[src/rtl/commit_ctrl_if.sv]
// Commit-stage bundle: per-slot retire info in, commit mask / flush / CSR exception record / stall out.
interface commit_ctrl_if #(
  parameter int COMMIT_WIDTH = 2,
  parameter int EXCP_W       = 16
);
  logic [COMMIT_WIDTH-1:0]        slot_valid_i;
  logic [COMMIT_WIDTH-1:0]        slot_excp_i;
  logic [COMMIT_WIDTH-1:0]        slot_ertn_i;
  logic [COMMIT_WIDTH*EXCP_W-1:0] slot_excp_num_i;
  logic [COMMIT_WIDTH*32-1:0]     slot_pc_i;
  logic [COMMIT_WIDTH*32-1:0]     slot_instr_i;
  logic [COMMIT_WIDTH*32-1:0]     slot_badva_i;
  logic [COMMIT_WIDTH-1:0]        ex_stallreq_i;
  logic [COMMIT_WIDTH-1:0]        mem_stallreq_i;
  logic                           dispatch_stallreq_i;

  logic [COMMIT_WIDTH-1:0]        commit_mask_o;
  logic [4:0]                     stall_o;
  logic                           flush_o;
  logic                           excp_flush_o;
  logic                           ertn_flush_o;
  logic [31:0]                    csr_era_o;
  logic [5:0]                     csr_ecode_o;
  logic [8:0]                     csr_esubcode_o;
  logic                           va_error_o;
  logic [31:0]                    bad_va_o;
  logic                           excp_tlbrefill_o;
  logic                           excp_tlb_o;
  logic [18:0]                    excp_tlb_vppn_o;
  logic [31:0]                    excp_instr_o;

  modport master (
    output slot_valid_i, slot_excp_i, slot_ertn_i, slot_excp_num_i, slot_pc_i,
           slot_instr_i, slot_badva_i, ex_stallreq_i, mem_stallreq_i, dispatch_stallreq_i,
    input  commit_mask_o, stall_o, flush_o, excp_flush_o, ertn_flush_o, csr_era_o,
           csr_ecode_o, csr_esubcode_o, va_error_o, bad_va_o, excp_tlbrefill_o,
           excp_tlb_o, excp_tlb_vppn_o, excp_instr_o
  );

  modport slave (
    input  slot_valid_i, slot_excp_i, slot_ertn_i, slot_excp_num_i, slot_pc_i,
           slot_instr_i, slot_badva_i, ex_stallreq_i, mem_stallreq_i, dispatch_stallreq_i,
    output commit_mask_o, stall_o, flush_o, excp_flush_o, ertn_flush_o, csr_era_o,
           csr_ecode_o, csr_esubcode_o, va_error_o, bad_va_o, excp_tlbrefill_o,
           excp_tlb_o, excp_tlb_vppn_o, excp_instr_o
  );
endinterface

[src/rtl/commit_ctrl.sv]
// In-order commit controller: picks the oldest exception/ertn slot, masks younger commits,
// latches the exception record for the CSR unit and holds a fixed-length flush window.
module commit_ctrl #(
  parameter int COMMIT_WIDTH = 2,
  parameter int FLUSH_CYCLES = 2,
  parameter int EXCP_W       = 16
) (
  input logic          clk,
  input logic          rst,
  commit_ctrl_if.slave bus
);

  localparam int CNT_W = (FLUSH_CYCLES > 1) ? $clog2(FLUSH_CYCLES) : 1;

  localparam logic [5:0] EC_INT  = 6'h00;
  localparam logic [5:0] EC_PIL  = 6'h01;
  localparam logic [5:0] EC_PIS  = 6'h02;
  localparam logic [5:0] EC_PIF  = 6'h03;
  localparam logic [5:0] EC_PME  = 6'h04;
  localparam logic [5:0] EC_PPI  = 6'h07;
  localparam logic [5:0] EC_ADE  = 6'h08;
  localparam logic [5:0] EC_ALE  = 6'h09;
  localparam logic [5:0] EC_SYS  = 6'h0B;
  localparam logic [5:0] EC_BRK  = 6'h0C;
  localparam logic [5:0] EC_INE  = 6'h0D;
  localparam logic [5:0] EC_IPE  = 6'h0E;
  localparam logic [5:0] EC_TLBR = 6'h3F;
  localparam logic [8:0] ESUBCODE_ADEF = 9'd0;
  localparam logic [8:0] ESUBCODE_ADEM = 9'd1;

  typedef enum logic {S_IDLE, S_FLUSH} state_t;

  typedef struct packed {
    logic [5:0]  ecode;
    logic [8:0]  esub;
    logic        va_err;
    logic [31:0] bad_va;
    logic        tlbr;
    logic        tlb;
  } cause_t;

  // Lowest set bit of the exception vector selects the cause; fetch-side causes report the PC.
  function automatic cause_t decode_cause(input logic [EXCP_W-1:0] num,
                                          input logic [31:0] pc,
                                          input logic [31:0] badva);
    cause_t c;
    int     sel;
    logic   found;
    logic   src_pc;
    logic   src_va;
    c      = '0;
    sel    = 0;
    found  = 1'b0;
    src_pc = 1'b0;
    src_va = 1'b0;
    for (int b = 0; b < EXCP_W; b++) begin
      if (num[b] && !found) begin
        found = 1'b1;
        sel   = b;
      end
    end
    if (found) begin
      case (sel)
        0:  c.ecode = EC_INT;
        1:  begin c.ecode = EC_ADE;  c.esub = ESUBCODE_ADEF; src_pc = 1'b1; end
        2:  begin c.ecode = EC_TLBR; c.tlbr = 1'b1; c.tlb = 1'b1; src_pc = 1'b1; end
        3:  begin c.ecode = EC_PIF;  c.tlb = 1'b1; src_pc = 1'b1; end
        4:  begin c.ecode = EC_PPI;  c.tlb = 1'b1; src_pc = 1'b1; end
        5:  c.ecode = EC_SYS;
        6:  c.ecode = EC_BRK;
        7:  c.ecode = EC_INE;
        8:  c.ecode = EC_IPE;
        9:  begin c.ecode = EC_ALE;  src_va = 1'b1; end
        10: begin c.ecode = EC_ADE;  c.esub = ESUBCODE_ADEM; src_va = 1'b1; end
        11: begin c.ecode = EC_TLBR; c.tlbr = 1'b1; c.tlb = 1'b1; src_va = 1'b1; end
        12: begin c.ecode = EC_PME;  c.tlb = 1'b1; src_va = 1'b1; end
        13: begin c.ecode = EC_PPI;  c.tlb = 1'b1; src_va = 1'b1; end
        14: begin c.ecode = EC_PIS;  c.tlb = 1'b1; src_va = 1'b1; end
        15: begin c.ecode = EC_PIL;  c.tlb = 1'b1; src_va = 1'b1; end
        default: c = '0;
      endcase
    end
    c.va_err = src_pc | src_va;
    c.bad_va = src_pc ? pc : (src_va ? badva : 32'h0);
    return c;
  endfunction

  state_t            state_q, state_d;
  logic [CNT_W-1:0]  cnt_q, cnt_d;
  logic              capture;

  logic [COMMIT_WIDTH-1:0] hit;
  logic [COMMIT_WIDTH-1:0] mask_c;
  logic                    older_hit;
  logic                    win_found;
  logic                    win_excp;
  logic [EXCP_W-1:0]       win_num;
  logic [31:0]             win_pc;
  logic [31:0]             win_instr;
  logic [31:0]             win_badva;
  cause_t                  win_cause;

  logic        kind_excp_q;
  logic [31:0] era_q;
  logic [5:0]  ecode_q;
  logic [8:0]  esub_q;
  logic        va_err_q;
  logic [31:0] bad_va_q;
  logic        tlbr_q;
  logic        tlb_q;
  logic [18:0] vppn_q;
  logic [31:0] instr_q;

  assign hit = bus.slot_valid_i & (bus.slot_excp_i | bus.slot_ertn_i);

  always_comb begin
    older_hit = 1'b0;
    win_found = 1'b0;
    win_excp  = 1'b0;
    win_num   = '0;
    win_pc    = '0;
    win_instr = '0;
    win_badva = '0;
    mask_c    = '0;
    for (int i = 0; i < COMMIT_WIDTH; i++) begin
      mask_c[i] = bus.slot_valid_i[i] & ~bus.slot_excp_i[i] & ~older_hit & (state_q == S_IDLE);
      if (hit[i] && !win_found) begin
        win_found = 1'b1;
        win_excp  = bus.slot_excp_i[i];
        win_num   = bus.slot_excp_num_i[i*EXCP_W +: EXCP_W];
        win_pc    = bus.slot_pc_i[i*32 +: 32];
        win_instr = bus.slot_instr_i[i*32 +: 32];
        win_badva = bus.slot_badva_i[i*32 +: 32];
      end
      older_hit = older_hit | hit[i];
    end
  end

  assign win_cause = decode_cause(win_num, win_pc, win_badva);

  always_ff @(posedge clk) begin
    if (rst) begin
      state_q <= S_IDLE;
      cnt_q   <= '0;
    end else begin
      state_q <= state_d;
      cnt_q   <= cnt_d;
    end
  end

  // Hits seen while flushing belong to the squashed wrong path and are dropped.
  always_comb begin
    state_d = state_q;
    cnt_d   = cnt_q;
    capture = 1'b0;
    case (state_q)
      S_IDLE: begin
        if (win_found) begin
          capture = 1'b1;
          state_d = S_FLUSH;
          cnt_d   = CNT_W'(FLUSH_CYCLES - 1);
        end
      end
      S_FLUSH: begin
        if (cnt_q == '0) state_d = S_IDLE;
        else             cnt_d   = cnt_q - 1'b1;
      end
      default: state_d = S_IDLE;
    endcase
  end

  always_ff @(posedge clk) begin
    if (rst) begin
      kind_excp_q <= 1'b0;
      era_q       <= '0;
      ecode_q     <= '0;
      esub_q      <= '0;
      va_err_q    <= 1'b0;
      bad_va_q    <= '0;
      tlbr_q      <= 1'b0;
      tlb_q       <= 1'b0;
      vppn_q      <= '0;
      instr_q     <= '0;
    end else if (capture) begin
      kind_excp_q <= win_excp;
      // An ertn only selects the flush flavour; the CSR record keeps the last exception.
      if (win_excp) begin
        era_q    <= win_pc;
        ecode_q  <= win_cause.ecode;
        esub_q   <= win_cause.esub;
        va_err_q <= win_cause.va_err;
        bad_va_q <= win_cause.bad_va;
        tlbr_q   <= win_cause.tlbr;
        tlb_q    <= win_cause.tlb;
        vppn_q   <= win_cause.tlb ? win_cause.bad_va[31:13] : 19'h0;
        instr_q  <= win_instr;
      end
    end
  end

  assign bus.commit_mask_o    = rst ? '0 : mask_c;
  assign bus.flush_o          = (state_q == S_FLUSH);
  assign bus.excp_flush_o     = (state_q == S_FLUSH) &  kind_excp_q;
  assign bus.ertn_flush_o     = (state_q == S_FLUSH) & ~kind_excp_q;
  assign bus.csr_era_o        = era_q;
  assign bus.csr_ecode_o      = ecode_q;
  assign bus.csr_esubcode_o   = esub_q;
  assign bus.va_error_o       = va_err_q;
  assign bus.bad_va_o         = bad_va_q;
  assign bus.excp_tlbrefill_o = tlbr_q;
  assign bus.excp_tlb_o       = tlb_q;
  assign bus.excp_tlb_vppn_o  = vppn_q;
  assign bus.excp_instr_o     = instr_q;

  always_comb begin
    bus.stall_o = 5'b00000;
    if (!rst) begin
      if ((|bus.ex_stallreq_i) || (|bus.mem_stallreq_i)) bus.stall_o = 5'b11110;
      else if (bus.dispatch_stallreq_i)                  bus.stall_o = 5'b11100;
    end
  end

endmodule

[src/flat_wrapper.sv]
// flat-port wrapper written by rule: the top's interface ports become plain ports
module commit_ctrl_flat 
#(
  parameter int COMMIT_WIDTH = 2,
  parameter int FLUSH_CYCLES = 2,
  parameter int EXCP_W       = 16
)
  (clk, rst, bus_slot_valid_i, bus_slot_excp_i, bus_slot_ertn_i, bus_slot_excp_num_i, bus_slot_pc_i, bus_slot_instr_i, bus_slot_badva_i, bus_ex_stallreq_i, bus_mem_stallreq_i, bus_dispatch_stallreq_i, bus_commit_mask_o, bus_stall_o, bus_flush_o, bus_excp_flush_o, bus_ertn_flush_o, bus_csr_era_o, bus_csr_ecode_o, bus_csr_esubcode_o, bus_va_error_o, bus_bad_va_o, bus_excp_tlbrefill_o, bus_excp_tlb_o, bus_excp_tlb_vppn_o, bus_excp_instr_o);
  commit_ctrl_if #(.COMMIT_WIDTH(COMMIT_WIDTH), .EXCP_W(EXCP_W)) bus_i ();
  input logic clk;
  input logic rst;
  input wire logic [$bits(bus_i.slot_valid_i)-1:0] bus_slot_valid_i;
  input wire logic [$bits(bus_i.slot_excp_i)-1:0] bus_slot_excp_i;
  input wire logic [$bits(bus_i.slot_ertn_i)-1:0] bus_slot_ertn_i;
  input wire logic [$bits(bus_i.slot_excp_num_i)-1:0] bus_slot_excp_num_i;
  input wire logic [$bits(bus_i.slot_pc_i)-1:0] bus_slot_pc_i;
  input wire logic [$bits(bus_i.slot_instr_i)-1:0] bus_slot_instr_i;
  input wire logic [$bits(bus_i.slot_badva_i)-1:0] bus_slot_badva_i;
  input wire logic [$bits(bus_i.ex_stallreq_i)-1:0] bus_ex_stallreq_i;
  input wire logic [$bits(bus_i.mem_stallreq_i)-1:0] bus_mem_stallreq_i;
  input wire logic [$bits(bus_i.dispatch_stallreq_i)-1:0] bus_dispatch_stallreq_i;
  output wire logic [$bits(bus_i.commit_mask_o)-1:0] bus_commit_mask_o;
  output wire logic [$bits(bus_i.stall_o)-1:0] bus_stall_o;
  output wire logic [$bits(bus_i.flush_o)-1:0] bus_flush_o;
  output wire logic [$bits(bus_i.excp_flush_o)-1:0] bus_excp_flush_o;
  output wire logic [$bits(bus_i.ertn_flush_o)-1:0] bus_ertn_flush_o;
  output wire logic [$bits(bus_i.csr_era_o)-1:0] bus_csr_era_o;
  output wire logic [$bits(bus_i.csr_ecode_o)-1:0] bus_csr_ecode_o;
  output wire logic [$bits(bus_i.csr_esubcode_o)-1:0] bus_csr_esubcode_o;
  output wire logic [$bits(bus_i.va_error_o)-1:0] bus_va_error_o;
  output wire logic [$bits(bus_i.bad_va_o)-1:0] bus_bad_va_o;
  output wire logic [$bits(bus_i.excp_tlbrefill_o)-1:0] bus_excp_tlbrefill_o;
  output wire logic [$bits(bus_i.excp_tlb_o)-1:0] bus_excp_tlb_o;
  output wire logic [$bits(bus_i.excp_tlb_vppn_o)-1:0] bus_excp_tlb_vppn_o;
  output wire logic [$bits(bus_i.excp_instr_o)-1:0] bus_excp_instr_o;
  assign bus_i.slot_valid_i = bus_slot_valid_i;
  assign bus_i.slot_excp_i = bus_slot_excp_i;
  assign bus_i.slot_ertn_i = bus_slot_ertn_i;
  assign bus_i.slot_excp_num_i = bus_slot_excp_num_i;
  assign bus_i.slot_pc_i = bus_slot_pc_i;
  assign bus_i.slot_instr_i = bus_slot_instr_i;
  assign bus_i.slot_badva_i = bus_slot_badva_i;
  assign bus_i.ex_stallreq_i = bus_ex_stallreq_i;
  assign bus_i.mem_stallreq_i = bus_mem_stallreq_i;
  assign bus_i.dispatch_stallreq_i = bus_dispatch_stallreq_i;
  assign bus_commit_mask_o = bus_i.commit_mask_o;
  assign bus_stall_o = bus_i.stall_o;
  assign bus_flush_o = bus_i.flush_o;
  assign bus_excp_flush_o = bus_i.excp_flush_o;
  assign bus_ertn_flush_o = bus_i.ertn_flush_o;
  assign bus_csr_era_o = bus_i.csr_era_o;
  assign bus_csr_ecode_o = bus_i.csr_ecode_o;
  assign bus_csr_esubcode_o = bus_i.csr_esubcode_o;
  assign bus_va_error_o = bus_i.va_error_o;
  assign bus_bad_va_o = bus_i.bad_va_o;
  assign bus_excp_tlbrefill_o = bus_i.excp_tlbrefill_o;
  assign bus_excp_tlb_o = bus_i.excp_tlb_o;
  assign bus_excp_tlb_vppn_o = bus_i.excp_tlb_vppn_o;
  assign bus_excp_instr_o = bus_i.excp_instr_o;
  commit_ctrl #(.COMMIT_WIDTH(COMMIT_WIDTH), .FLUSH_CYCLES(FLUSH_CYCLES), .EXCP_W(EXCP_W)) u_core (.clk(clk), .rst(rst), .bus(bus_i));
endmodule
[config.mk]
export PLATFORM = sky130hd
export DESIGN_NAME = commit_ctrl_flat
export DESIGN_NICKNAME = d
export VERILOG_FILES = /design/src/rtl/commit_ctrl_if.sv /design/src/rtl/commit_ctrl.sv /design/src/flat_wrapper.sv
export SDC_FILE = /design/constraint.sdc
export NUM_CORES = 1
export LEC_CHECK = 0
export BUFFER_PORTS_ARGS = -buffer_cell sky130_fd_sc_hd__buf_2
export CORE_AREA = 5 5 145 147
export CTS_CLUSTER_DIAMETER = 60
export DETAILED_ROUTE_END_ITERATION = 12
export DIE_AREA = 0 0 150 152
export PLACE_DENSITY = 0.6
export RECOVER_POWER = 50
export SLEW_MARGIN = 20
export SYNTH_ARGS = -nofsm -noshare
export SYNTH_HDL_FRONTEND = slang
export SYNTH_SLANG_ARGS = --single-unit
[constraint.sdc]
create_clock -name clk -period 5.8 [get_ports clk]
set_input_delay 1.16 -clock clk [delete_from_list [all_inputs] [get_ports clk]]
set_output_delay 1.16 -clock clk [all_outputs]
set_load 0.02 [all_outputs]
# [After elaboration in Yosys (flattened, before gate mapping)]
# Cells that the tools add are included.
# Widths: inputs -> output; s select.
[totals] regBits=136 input_bits=237
[classes] addsub=1 n_eq_ne=16 mux=66 bitwise=15 reduce_logical=42
[ops] op="$mux 32" count=8
[ops] op="$pmux 6 s12" count=1
[ops] op="$mux 50" count=1
[ops] op="$mux 1" count=33
[ops] op="$eq 4x4->1 const B" count=8
[ops] op="$mux 16" count=2
[ops] op="$mux 4" count=8
[ops] op="$mux 19" count=1
[ops] op="$eq 4x3->1 const B" count=4
[ops] op="$logic_and 1x1->1" count=16
[ops] op="$logic_not 1->1" count=16
[ops] op="$mux 5" count=3
[ops] op="$mux 3" count=4
[ops] op="$reduce_or 2->1" count=5
[ops] op="$eq 4x2->1 const B" count=2
[ops] op="$reduce_or 8->1" count=1
[ops] op="$and 1x1->1" count=7
[ops] op="$reduce_or 7->1" count=1
[ops] op="$mux 2" count=3
[ops] op="$not 1->1" count=5
[ops] op="$eq 4x1->1 const B" count=1
[ops] op="$pmux 1 s2" count=2
[ops] op="$reduce_or 4->1" count=1
[ops] op="$and 2x2->2" count=1
[ops] op="other kinds (6)" count=6

# [Logic depth before layout (Yosys ltp)]
[logic_depth] ltp_word=59 mapped_depth=10

# [Least setup slack after synthesis]
# OpenSTA, ideal clock, no wires.
[synth_path] path_type="input -> output" startpoint="in bus_slot_excp_i[0]" endpoint="out bus_commit_mask_o[1]" t_arrival_ns=2.849 t_required_ns=4.640 slack_ns=1.791 cell_stages=6 path_buffers=4 cell_sequence="o21a_1 -> buf_4 -> clkbuf_1 -> clkbuf_1 -> buf_1 -> nor4_1"
[synth_via] elab_chain_len=6
[synth_rtl] item="start, declared" line_no="flat_wrapper.sv:13" text="input wire logic [$bits(bus_i.slot_excp_i)-1:0] bus_slot_excp_i;"
[synth_rtl] item="$or 2x2->2" line_no="commit_ctrl.sv:114" text="assign hit = bus.slot_valid_i & (bus.slot_excp_i | bus.slot_ertn_i);"
[synth_rtl] item="$and 2x2->2" line_no="commit_ctrl.sv:114"
[synth_rtl] item="$not 1->1" line_no="commit_ctrl.sv:126" text="mask_c[i] = bus.slot_valid_i[i] & ~bus.slot_excp_i[i] & ~older_hit & (state_q == S_IDLE);"
[synth_rtl] item="$and 1x1->1 (2 in series)" line_no="commit_ctrl.sv:126"
[synth_rtl] item="$mux 2" line_no="commit_ctrl.sv:201" text="assign bus.commit_mask_o = rst ? '0 : mask_c;"
[synth_rtl] item="end, declared" line_no="flat_wrapper.sv:22" text="output wire logic [$bits(bus_i.commit_mask_o)-1:0] bus_commit_mask_o;"
# No other way between the ends.

==> results.txt <==
Status - finished with violations
Failing checks - max-capacitance violations, max-slew violations
Synth Instances - 769
# DRC - 0
Final Skew - 0.00617 ns
Comb pwr share - 22.6%
Clk_lat worst skew - 0.41 ns
Post-CTS resize count - 0
Crit-path max FO - 51
RSZ-0062 raised after global routing - no
Largest net degree at the start of global routing - 87
Final hold violation count - 0
Sequential fraction of the synthesis area - 40.1%
CP Data Required Time - 6.08 ns
Leakage - 3.37 nW
Clock power share - 40.0%
Hpwl dp - 19.5 mm
Initial antenna violation count - 2
Final std cells w/o fill - 1374
Period utilization - 73.9%
Setup violators final - 0
CP endpoint kind - flop
Pwr Density - 298 mW/mm^2
Routed len/inst - 18.7 microns
Fillcell total - 2137
Post-Route Utilization - 43.9%
Maximum clock insertion buffer count - 2
Ys async rst share - 0%
VDD IR-drop max - 181 uV
Critical path class - in2reg
Vias - 7234
Die area - 0.0228 sq mm
Fraction of layout cells with a size suffix above 1 - 27.9%
Fmax - 233 MHz
CTS tree - done
Number of I/O port buffers - 370
Worst-Margin Slew - 2.49 ns
Die Width - 150 microns
Detailed-route wire length - 25.7 mm
Dpl cells - 1343
Tmin final - 4.29 ns
Worst hold margin - 0.446 ns
Post-cts hold buffer count - 0
CORE AREA - 0.0198 sq mm
Sequential Power Share - 37.4%
Total CTS buffers - 17
Area Growth Syn to Fin - 36.9%
Number of setup buffers added after CTS - 0
Die height - 152 microns
# Max-Cap Violations - 1
Avg Inst Size Synth - 8.25 sq um
Post-route ant nets - 0
Number of diodes - 0
Cell Int Power - 1.76 mW
Vias in the first global route - 6712
DRT Pass-1 Iters - 6
Yosys cell types - 56
Remaining global-route overflow - 0
Warnings from Yosys - 0
Yosys reg bits - 127
Relative slew slack - -66.0%
WP data arrival - 4.57 ns
Hold WC Path Type - reg2reg
H-tree levels - 4
Power consumption - 2.58 mW
EDFF count, synth - 0
# clock sinks - 127
Initial core utilization - 32.1%
First-pass GRT wire length - 37.9 mm
TNS Setup - 0 ns
Net Sw Frac - 31.9%
Routability cong. - 0.846
Num ports - 380
Iteration-0 DRC Markers - 432
Overall routing resource usage - 21.0%
Mapped cell area - 0.00634 sq mm
Startpoint types - input pin
Root Driver - clkbuf_16
Placement Rows - 52
Via density - 5.26
Final #Nets - 1329
Fin. max-slew vios - 52
Top FF cell, synth - dfxtp_1
Reg clk slew, reported paths - 0.06 ns
Switching pwr - 0.823 mW
power by group through the flow:
stage | sequential, mW | combinational (mW) | clock (mW)
global placement | 0.981 | 0.602 | 0
global route | 0.973 | 0.637 | 1.10
floorplan | 1.05 | 0.299 | 0
finish | 0.966 | 0.584 | 1.03
detailed placement | 0.983 | 0.604 | 0
CTS | 0.964 | 0.605 | 1.06
critical path, cell delays in order:
cell	delay [ns]
buf_4	0.48
clkbuf_1	1.82
nor2_4	0.60
a22oi_1	0.36
o21ai_0	0.11
metrics by stage:
step	cell area (sq um)	setup slack [ns]
floorplan	6370	1.79
global placement	8270	1.41
detailed placement	8270	1.31
CTS	8840	1.75
global route	8680	1.05
finish	8680	1.51
cells in the final DEF, fill, tap and decap left out, drive strengths merged, types with 2 or more instances in the layout:
master | Yosys | layout
a22o | 33 | 33
and2 | 3 | 3
nor2 | 95 | 95
clkinv | 0 | 8
nor2b | 9 | 9
inv | 5 | 7
nor3 | 36 | 36
a221oi | 33 | 33
nand4 | 18 | 18
a32oi | 20 | 20
nand4b | 3 | 3
o21bai | 2 | 2
nand3 | 4 | 4
buf | 33 | 253
o22ai | 2 | 2
nand2 | 77 | 77
o21ai | 38 | 38
nor4b | 4 | 4
or4 | 3 | 3
or2 | 3 | 3
nor4 | 12 | 12
o211ai | 14 | 14
clkbuf | 52 | 146
conb | 1 | 9
a21oi | 43 | 43
o21a | 3 | 3
a22oi | 35 | 35
nand2b | 3 | 3
dfxtp | 127 | 127
a21o | 2 | 2
o311ai | 2 | 2
bufinv | 0 | 2
a211oi | 44 | 44
final timing paths:
| path | cells after the start | slack (ns) | start | endpoint |
|---|---|---|---|---|
| setup reg to reg | 6 | 3.21 | u_core.bus.flush_o | u_core.bus.bad_va_o[7] |
| hold / removal | 2 | 0.45 | u_core.bus.excp_tlb_vppn_o[7] | u_core.bus.excp_tlb_vppn_o[7] |
| hold reg to reg | 2 | 0.45 | u_core.bus.excp_tlb_vppn_o[7] | u_core.bus.excp_tlb_vppn_o[7] |
| setup / recovery | 5 | 1.51 | rst | u_core.bus.csr_ecode_o[3] |
layer usage:
layer | share of wire [%] | vias up | GRT usage [%]
met1 | 41 | 3335 | 27.1
met2 | 49 | 322 | 35.1
met3 | 8.0 | 36 | 4.97
met4 | 1.9 | 4 | 5.62
met5 | 0.10 | - | 0
li1 | - | 3537 | -
registers in the layout, summed over array words and instances (netlist names):
signal	flops
u_core.bus.flush_o	1
u_core.bus.bad_va_o	32
u_core.bus.csr_esubcode_o	1
u_core.bus.excp_tlb_vppn_o	19
u_core.bus.va_error_o	1
u_core.bus.csr_era_o	32
u_core.bus.excp_tlbrefill_o	1
u_core.bus.csr_ecode_o	5
u_core.kind_excp_q	1
u_core.bus.excp_instr_o	32
u_core.bus.excp_tlb_o	1
u_core.cnt_q	1
logic make-up after synthesis:
kind of cell    share of synthesized area (%)
compound gates                           32.3
buf+inv                                  6.90
other cells                            0.0591
simple gates                             20.6
flops                                    40.1
Yosys cell counts (13+ instances only):
master	n	area, sq um
dfxtp_1	127	2540
nor2_1	95	357
nand2_1	75	282
clkbuf_1	52	195
a21oi_1	43	215
a211oi_1	39	293
nor3_1	36	180
a22oi_1	35	263
a22o_1	33	289
a221oi_1	32	280
a32oi_1	20	175
o21ai_1	20	100
buf_4	19	143
o21ai_0	17	85.1
nand4_1	16	100
o211ai_1	13	97.6
cell type report:
cell class | count | area, sq um | area share, %
multi-input combinational | 560 | 3440 | 39.6
sequential | 127 | 2540 | 29.3
timing repair buffer | 381 | 1770 | 20.4
clock buffer | 18 | 429 | 4.94
tap | 270 | 338 | 3.89
clock inverter | 13 | 140 | 1.61
inverter | 5 | 18.8 | 0.216
Note: power is estimated with default switching activity, not from simulation.
